$ cat config.mk
export PLATFORM = sky130hd
export DESIGN_NAME = morra_scoreboard
export DESIGN_NICKNAME = d
export VERILOG_FILES = /design/src/rtl/morra_pkg.sv /design/src/rtl/sat_counter.sv /design/src/rtl/morra_scoreboard.sv
export SDC_FILE = /design/constraint.sdc
export NUM_CORES = 1
export LEC_CHECK = 0
export CAP_MARGIN = 20
export CELL_PAD_IN_SITES_DETAIL_PLACEMENT = 0
export CELL_PAD_IN_SITES_GLOBAL_PLACEMENT = 1
export CORE_ASPECT_RATIO = 1.4
export CORE_MARGIN = 10
export CORE_UTILIZATION = 35
export CTS_BUF_LIST = sky130_fd_sc_hd__clkbuf_8
export CTS_CLUSTER_SIZE = 30
export DETAILED_ROUTE_END_ITERATION = 12
export PLACE_DENSITY_LB_ADDON = 0.1
export SLEW_MARGIN = 20
export SYNTH_ARGS = -nofsm -noshare
export SYNTH_HDL_FRONTEND = slang
export SYNTH_SLANG_ARGS = --single-unit
$ cat constraint.sdc
create_clock -name clk -period 1.9 [get_ports clk]
set_clock_uncertainty 0.05 [all_clocks]
set_input_delay 0.285 -clock clk [delete_from_list [all_inputs] [get_ports clk]]
set_output_delay 0.285 -clock clk [all_outputs]
set_load 0.01 [all_outputs]
$ cat src/rtl/morra_pkg.sv
// Shared codes for the MorraCienese game FSM and its scoreboard: round/game
// encodings, scoreboard states and result-record field slots.
package morra_pkg;

   typedef enum logic [1:0] {
      R_NONE = 2'b00,
      R_P1   = 2'b01,
      R_P2   = 2'b10,
      R_DRAW = 2'b11
   } round_e;

   typedef enum logic [1:0] {
      G_PLAY = 2'b00,
      G_P1   = 2'b01,
      G_P2   = 2'b10,
      G_TIE  = 2'b11
   } game_e;

   typedef enum logic [2:0] {
      S_IDLE    = 3'd0,
      S_ARMED   = 3'd1,
      S_PLAYING = 3'd2,
      S_REPORT  = 3'd3,
      S_DONE    = 3'd4
   } sb_state_e;

   // Result record fields sit in CNT_W-wide slots; offset = slot * CNT_W.
   localparam int unsigned RES_WIN_W    = 2;
   localparam int unsigned RES_DR_SLOT  = 0;
   localparam int unsigned RES_P2_SLOT  = 1;
   localparam int unsigned RES_P1_SLOT  = 2;
   localparam int unsigned RES_WIN_SLOT = 3;

endpackage

$ cat src/rtl/sat_counter.sv
// Registered up-counter that sticks at all-ones; clr has priority over inc.
module sat_counter #(
   parameter int unsigned W = 5
) (
   input  logic         clk,
   input  logic         rst,
   input  logic         clr,
   input  logic         inc,
   output logic [W-1:0] cnt
);

   logic [W-1:0] cnt_q;
   logic [W-1:0] cnt_d;

   always_comb begin
      cnt_d = cnt_q;
      if (clr) begin
         cnt_d = '0;
      end else if (inc && (cnt_q != '1)) begin
         cnt_d = cnt_q + W'(1);
      end
   end

   always_ff @(posedge clk) begin
      if (rst) begin
         cnt_q <= '0;
      end else begin
         cnt_q <= cnt_d;
      end
   end

   assign cnt = cnt_q;

endmodule

$ cat src/rtl/morra_scoreboard.sv
// Per-game round statistics and cross-game tallies for the Morra game FSM,
// with the final result offered on a valid/ready handshake.
module morra_scoreboard
   import morra_pkg::*;
#(
   parameter int unsigned CNT_W   = 5,
   parameter int unsigned MATCH_W = 8
) (
   input  logic                 clk,
   input  logic                 rst,
   input  logic                 START,
   input  logic [1:0]           ROUND,
   input  logic [1:0]           GAME,
   output logic [CNT_W-1:0]     P1_WINS,
   output logic [CNT_W-1:0]     P2_WINS,
   output logic [CNT_W-1:0]     DRAWS,
   output logic [CNT_W-1:0]     VOIDS,
   output logic [MATCH_W-1:0]   MATCH_P1,
   output logic [MATCH_W-1:0]   MATCH_P2,
   output logic [MATCH_W-1:0]   MATCH_TIE,
   output logic                 BUSY,
   output logic                 RES_VALID,
   input  logic                 RES_READY,
   output logic [2+3*CNT_W-1:0] RES_DATA,
   output logic                 OVERRUN
);

   localparam int unsigned RES_W = RES_WIN_W + 3 * CNT_W;

   sb_state_e          state_q, state_d;
   logic               res_valid_q, res_valid_d;
   logic [RES_W-1:0]   res_data_q, res_data_d;
   logic               overrun_q, overrun_d;
   logic               busy_q;

   logic clr_game;
   logic inc_p1, inc_p2, inc_dr, inc_void;
   logic inc_m_p1, inc_m_p2, inc_m_tie;

   always_comb begin
      state_d     = state_q;
      res_valid_d = res_valid_q;
      res_data_d  = res_data_q;
      overrun_d   = overrun_q;
      clr_game    = 1'b0;
      inc_p1      = 1'b0;
      inc_p2      = 1'b0;
      inc_dr      = 1'b0;
      inc_void    = 1'b0;
      inc_m_p1    = 1'b0;
      inc_m_p2    = 1'b0;
      inc_m_tie   = 1'b0;

      if (START) begin
         // A same-edge handshake means the record was consumed, not lost.
         clr_game    = 1'b1;
         res_valid_d = 1'b0;
         state_d     = S_ARMED;
         if (res_valid_q && !RES_READY) begin
            overrun_d = 1'b1;
         end
      end else begin
         case (state_q)
            S_IDLE, S_DONE: ;
            S_ARMED: state_d = S_PLAYING;
            S_PLAYING: begin
               if (game_e'(GAME) == G_PLAY) begin
                  case (round_e'(ROUND))
                     R_NONE: inc_void = 1'b1;
                     R_P1:   inc_p1   = 1'b1;
                     R_P2:   inc_p2   = 1'b1;
                     R_DRAW: inc_dr   = 1'b1;
                     default: ;
                  endcase
               end else begin
                  res_data_d[RES_WIN_SLOT*CNT_W +: RES_WIN_W] = GAME;
                  res_data_d[RES_P1_SLOT*CNT_W +: CNT_W]      = P1_WINS;
                  res_data_d[RES_P2_SLOT*CNT_W +: CNT_W]      = P2_WINS;
                  res_data_d[RES_DR_SLOT*CNT_W +: CNT_W]      = DRAWS;
                  res_valid_d = 1'b1;
                  inc_m_p1    = (game_e'(GAME) == G_P1);
                  inc_m_p2    = (game_e'(GAME) == G_P2);
                  inc_m_tie   = (game_e'(GAME) == G_TIE);
                  state_d     = S_REPORT;
               end
            end
            S_REPORT: begin
               if (RES_READY) begin
                  res_valid_d = 1'b0;
                  state_d     = S_DONE;
               end
            end
            default: state_d = S_IDLE;
         endcase
      end
   end

   always_ff @(posedge clk) begin
      if (rst) begin
         state_q     <= S_IDLE;
         res_valid_q <= 1'b0;
         res_data_q  <= '0;
         overrun_q   <= 1'b0;
         busy_q      <= 1'b0;
      end else begin
         state_q     <= state_d;
         res_valid_q <= res_valid_d;
         res_data_q  <= res_data_d;
         overrun_q   <= overrun_d;
         busy_q      <= (state_d == S_ARMED) || (state_d == S_PLAYING);
      end
   end

   sat_counter #(.W(CNT_W)) u_p1_wins (
      .clk(clk), .rst(rst), .clr(clr_game), .inc(inc_p1), .cnt(P1_WINS));
   sat_counter #(.W(CNT_W)) u_p2_wins (
      .clk(clk), .rst(rst), .clr(clr_game), .inc(inc_p2), .cnt(P2_WINS));
   sat_counter #(.W(CNT_W)) u_draws (
      .clk(clk), .rst(rst), .clr(clr_game), .inc(inc_dr), .cnt(DRAWS));
   sat_counter #(.W(CNT_W)) u_voids (
      .clk(clk), .rst(rst), .clr(clr_game), .inc(inc_void), .cnt(VOIDS));

   // Match tallies survive START; only rst clears them.
   sat_counter #(.W(MATCH_W)) u_match_p1 (
      .clk(clk), .rst(rst), .clr(1'b0), .inc(inc_m_p1), .cnt(MATCH_P1));
   sat_counter #(.W(MATCH_W)) u_match_p2 (
      .clk(clk), .rst(rst), .clr(1'b0), .inc(inc_m_p2), .cnt(MATCH_P2));
   sat_counter #(.W(MATCH_W)) u_match_tie (
      .clk(clk), .rst(rst), .clr(1'b0), .inc(inc_m_tie), .cnt(MATCH_TIE));

   assign BUSY      = busy_q;
   assign RES_VALID = res_valid_q;
   assign RES_DATA  = res_data_q;
   assign OVERRUN   = overrun_q;

endmodule
==> run_summary.xml <==
<?xml version="1.0" encoding="UTF-8"?>
<metrics>
  <group name="outcome">
    <metric name="status" unit="">finished clean</metric>
  </group>
  <group name="sta">
    <metric name="period_minus_slack" unit="ns">1.810</metric>
    <metric name="finalSetupViolCount" unit="">0</metric>
    <metric name="number_of_pins_with_negative_max_slew_slack_in_the_final_report" unit="">0</metric>
    <metric name="hold_violations" unit="">0</metric>
    <metric name="rsz0062_at_grt" unit="">false</metric>
    <metric name="fmax" unit="MHz">552.6</metric>
    <metric name="relSlewSlack" unit="%">75.14</metric>
    <metric name="fin_hold_ws" unit="ns">0.2290</metric>
    <metric name="final.period_utilization" unit="%">95.24</metric>
    <metric name="max_slew.worst_pin.slew" unit="ns">0.3713</metric>
  </group>
  <group name="placed_design">
    <metric name="place.detailed.hpwl" unit="um">6114</metric>
    <metric name="postPlaceCellArea" unit="um2">4164</metric>
    <metric name="port_buffers" unit="">71</metric>
    <metric name="placedCellCount" unit="">541</metric>
    <metric name="place.gp.congestion" unit="">0.8053</metric>
  </group>
  <group name="critical_path">
    <metric name="timing.reg2reg.worst_path_depth" unit="">5</metric>
    <metric name="worst-endpoint-arrival" unit="ns">2.00</metric>
    <metric name="timing.critical_path.to" unit="">u_match_p1.cnt[7]$_SDFFE_PP0P_</metric>
    <metric name="timing.setup.critical_path_class" unit="">reg -&gt; reg</metric>
    <metric name="crit_path_end_kind" unit="">register</metric>
    <metric name="crit_start" unit="">state_q[0]$_SDFF_PP0_</metric>
    <metric name="r2r_end" unit="">u_match_p1.cnt[7]$_SDFFE_PP0P_</metric>
    <metric name="critical_path.max_stage_delay" unit="ns">0.50</metric>
    <metric name="start_kind" unit="">register</metric>
    <metric name="cp_slowest_cell" unit="">sky130_fd_sc_hd__or4b_1</metric>
    <metric name="timing.critical_path.required" unit="ns">2.09</metric>
    <metric name="crit_fanout" unit="">8</metric>
    <metric name="r2r_slack" unit="ns">0.09</metric>
    <metric name="r2r-start" unit="">state_q[0]$_SDFF_PP0_</metric>
    <metric name="crit_chain" unit="">or4b_1, buf_4, nor4_2, and3_1, nor3_2</metric>
  </group>
  <group name="logic_synthesis">
    <metric name="synth-xor-area-share" unit="%">3.681</metric>
    <metric name="syn-num-nets" unit="">359</metric>
    <metric name="asyncSetResetFlopFracSynth" unit="%">0</metric>
    <metric name="postSynth.topFlopCell" unit="">sky130_fd_sc_hd__dfxtp_1</metric>
    <metric name="adder_cell_share_of_the_synthesized_area" unit="%">4.450</metric>
    <metric name="synth-simple-area-share" unit="%">27.22</metric>
    <metric name="synth_area" unit="um2">3093</metric>
    <metric name="yosysTopAreaCellShare" unit="%">43.37</metric>
    <metric name="synth.most_common_cell" unit="">sky130_fd_sc_hd__dfxtp_1</metric>
    <metric name="synth-warning-count" unit="">0</metric>
    <metric name="leading_post_synthesis_cells_by_cell_area" unit="">sky130_fd_sc_hd__dfxtp_1, sky130_fd_sc_hd__mux2i_1, sky130_fd_sc_hd__nor2_1</metric>
    <metric name="synth_enable_flop_cells" unit="">0</metric>
    <metric name="syn-instance-count" unit="">340</metric>
    <metric name="synth.area.mux_share" unit="%">6.189</metric>
    <metric name="netlist-cell-type-count" unit="">43</metric>
    <metric name="share_of_the_synthesized_area_in_compound_gates_ao_oa_aoi_oai" unit="%">11.29</metric>
    <metric name="yosys.area.top_type" unit="">sky130_fd_sc_hd__dfxtp_1</metric>
    <metric name="seq_area_frac_synth" unit="%">43.37</metric>
    <metric name="ys_ff_latch" unit="">67</metric>
    <metric name="synth.cells.most_frequent" unit="">sky130_fd_sc_hd__dfxtp_1, sky130_fd_sc_hd__nor2_1, sky130_fd_sc_hd__nand2_1, sky130_fd_sc_hd__nand3_1</metric>
    <metric name="syn-mean-instance-area" unit="um2">9.097</metric>
    <metric name="synth_top_family_by_area" unit="">simple AND/OR/NAND/NOR gates</metric>
  </group>
  <group name="cells_and_area">
    <metric name="fin_area" unit="um2">4408</metric>
    <metric name="final_core_utilization" unit="%">51.21</metric>
    <metric name="fin_cells" unit="">557</metric>
    <metric name="antenna_cells" unit="">0</metric>
    <metric name="nNetsFinal" unit="">466</metric>
    <metric name="area_growth_syn_to_layout" unit="%">42.52</metric>
    <metric name="num-fill-cells" unit="">859</metric>
    <metric name="layout-drive-gt1-share" unit="%">16.15</metric>
  </group>
  <group name="clock_tree">
    <metric name="cts-buffers-inserted" unit="">9</metric>
    <metric name="cts_htree_levels" unit="">3</metric>
    <metric name="maximum_root_to_sink_buffer_count" unit="">2</metric>
    <metric name="latest_clock_arrival_within_the_worst_skew_pair" unit="ns">0.35</metric>
    <metric name="clk_root_buffer_cell" unit="">sky130_fd_sc_hd__clkbuf_8</metric>
    <metric name="tritoncts_num_sinks" unit="">67</metric>
    <metric name="path_clk_slew" unit="ns">0.07</metric>
    <metric name="cts_tree" unit="">built</metric>
  </group>
  <group name="routing">
    <metric name="detail_routed_net_length_per_standard_cell" unit="um">14.62</metric>
    <metric name="detailed_router_s_first_iteration_violation_count" unit="">96</metric>
    <metric name="dr_total_vias" unit="">2799</metric>
    <metric name="totalWireLength" unit="um">8145</metric>
    <metric name="vias_per_cell" unit="">5.025</metric>
    <metric name="detail_route.drc_violations" unit="">0</metric>
    <metric name="first_pass_iters" unit="">4</metric>
    <metric name="antenna_violating_nets_left" unit="">0</metric>
  </group>
  <group name="grt">
    <metric name="wire_length_of_the_first_global_routing_pass" unit="um">14080</metric>
    <metric name="track_usage" unit="%">13.02</metric>
    <metric name="grt_max_degree" unit="">17</metric>
    <metric name="initial_antenna_violation_count" unit="">0</metric>
    <metric name="first_global_vias" unit="">2833</metric>
    <metric name="global_route.overflow_total" unit="">0</metric>
  </group>
  <group name="floorplanning">
    <metric name="design.die.area" unit="um2">13050</metric>
    <metric name="initial_core_util" unit="%">35.93</metric>
    <metric name="io_pins" unit="">72</metric>
    <metric name="dieWidth" unit="um">99.45</metric>
    <metric name="fp.coreArea" unit="um2">8608</metric>
    <metric name="die_h" unit="um">131.2</metric>
    <metric name="placementRows" unit="">40</metric>
  </group>
  <group name="hold_path">
    <metric name="hold_path.class" unit="">in -&gt; reg</metric>
  </group>
  <group name="power_and_ir_drop">
    <metric name="power.total" unit="W">0.002681</metric>
    <metric name="p_leak" unit="nW">1.671</metric>
    <metric name="powerDensity" unit="nW/um2">608.3</metric>
    <metric name="worst_ir_drop_vdd" unit="mV">0.4085</metric>
  </group>
  <group name="flow_run">
    <metric name="max_cap_violations" unit="">0</metric>
  </group>
</metrics>
routing by layer:
metal | part of all wire [%] | track usage (%)
met2 | 49 | 21.42
met5 | 0 | 0
met4 | 2.0 | 6.070
met3 | 6.6 | 4.932
met1 | 42 | 14.31
worst min-delay path by stage:
stage / from / endpoint / depth (start not counted)
after floorplan: GAME[0] / RES_DATA[15]$_SDFFE_PP0P_ / 2
after global placement: RES_DATA[15]$_SDFFE_PP0P_ / RES_DATA[15]$_SDFFE_PP0P_ / 2
after detailed placement: RES_DATA[16]$_SDFFE_PP0P_ / RES_DATA[16]$_SDFFE_PP0P_ / 2
after CTS: rst / RES_DATA[7]$_SDFFE_PP0P_ / 2
after global routing: rst / RES_DATA[12]$_SDFFE_PP0P_ / 2
final: rst / RES_DATA[7]$_SDFFE_PP0P_ / 2
placed cells by master, fill, tap and decap left out, drive strengths merged, types with 3 or more instances in the layout:
master / instances
clkdlybuf4s50: 68
dfxtp: 67
nor2: 46
buf: 41
nand2: 24
nand3: 24
a21oi: 20
o21ai: 20
mux2i: 18
clkbuf: 13
and3: 11
or3: 11
ha: 11
xor2: 10
inv: 9
nand4: 8
nor4: 8
nor2b: 6
nor3: 4
xnor2: 3
a31oi: 3
power by group:
group / total, W / leakage, nW / switching, W / internal [W]
Combinational: 0.000137 / 1.02 / 0.0000784 / 0.0000581
Sequential: 0.00141 / 0.540 / 0.00000421 / 0.00141
Clock: 0.00113 / 0.108 / 0.000526 / 0.000605
Total: 0.00268 / 1.67 / 0.000609 / 0.00207
stage by stage:
step / setup TNS [ns] / setup slack [ns]
after floorplan: 0 / 0.05880
after global placement: -10.09 / -0.3807
after detailed placement: -11.06 / -0.4473
after CTS: -0.002544 / -0.002067
after global routing: 0 / 0.006798
final: 0 / 0.09043
registers in the layout, summed over array words and instances (netlist names):
| signal | cells |
|---|---|
| u_draws.cnt | 5 |
| u_match_p2.cnt | 8 |
| u_voids.cnt | 5 |
| u_p2_wins.cnt | 5 |
| RES_DATA | 17 |
| u_p1_wins.cnt | 5 |
| state_q | 3 |
| u_match_tie.cnt | 8 |
| OVERRUN | 1 |
| BUSY | 1 |
| RES_VALID | 1 |
| u_match_p1.cnt | 8 |
final cells by class:
class	instances	area, um2	share of cell area (%)
tap	105	131.4	2.980
inverter	7	26.28	0.5961
clock buffer	13	178.9	4.059
clock inverter	3	12.51	0.2838
multi-input combinational	251	1682	38.15
timing repair buffer	111	1036	23.50
sequential	67	1341	30.43
logic make-up after synthesis:
| family | after synthesis |
|---|---|
| AOI/OAI and AO/OA | 54 |
| muxes | 19 |
| and+or+nand+nor | 154 |
| buffers and inverters | 22 |
| adders and majority gates | 11 |
| DFF | 67 |
| xor gates and xnor gates | 13 |
timing repair:
item,4_1_cts,5_1_grt
setup buffers,0,0
endpoints found under the setup margin,3,13
hold buffers,0,0
resized for setup,4,5
pin swaps,0,0
critical path: cells and delay by family, from the launching register on:
family,cells,cell delay [ns]
buf+inv,1,0.22
flops,1,0.35
simple gates,4,1.08
(Power assumes the default switching activity.)
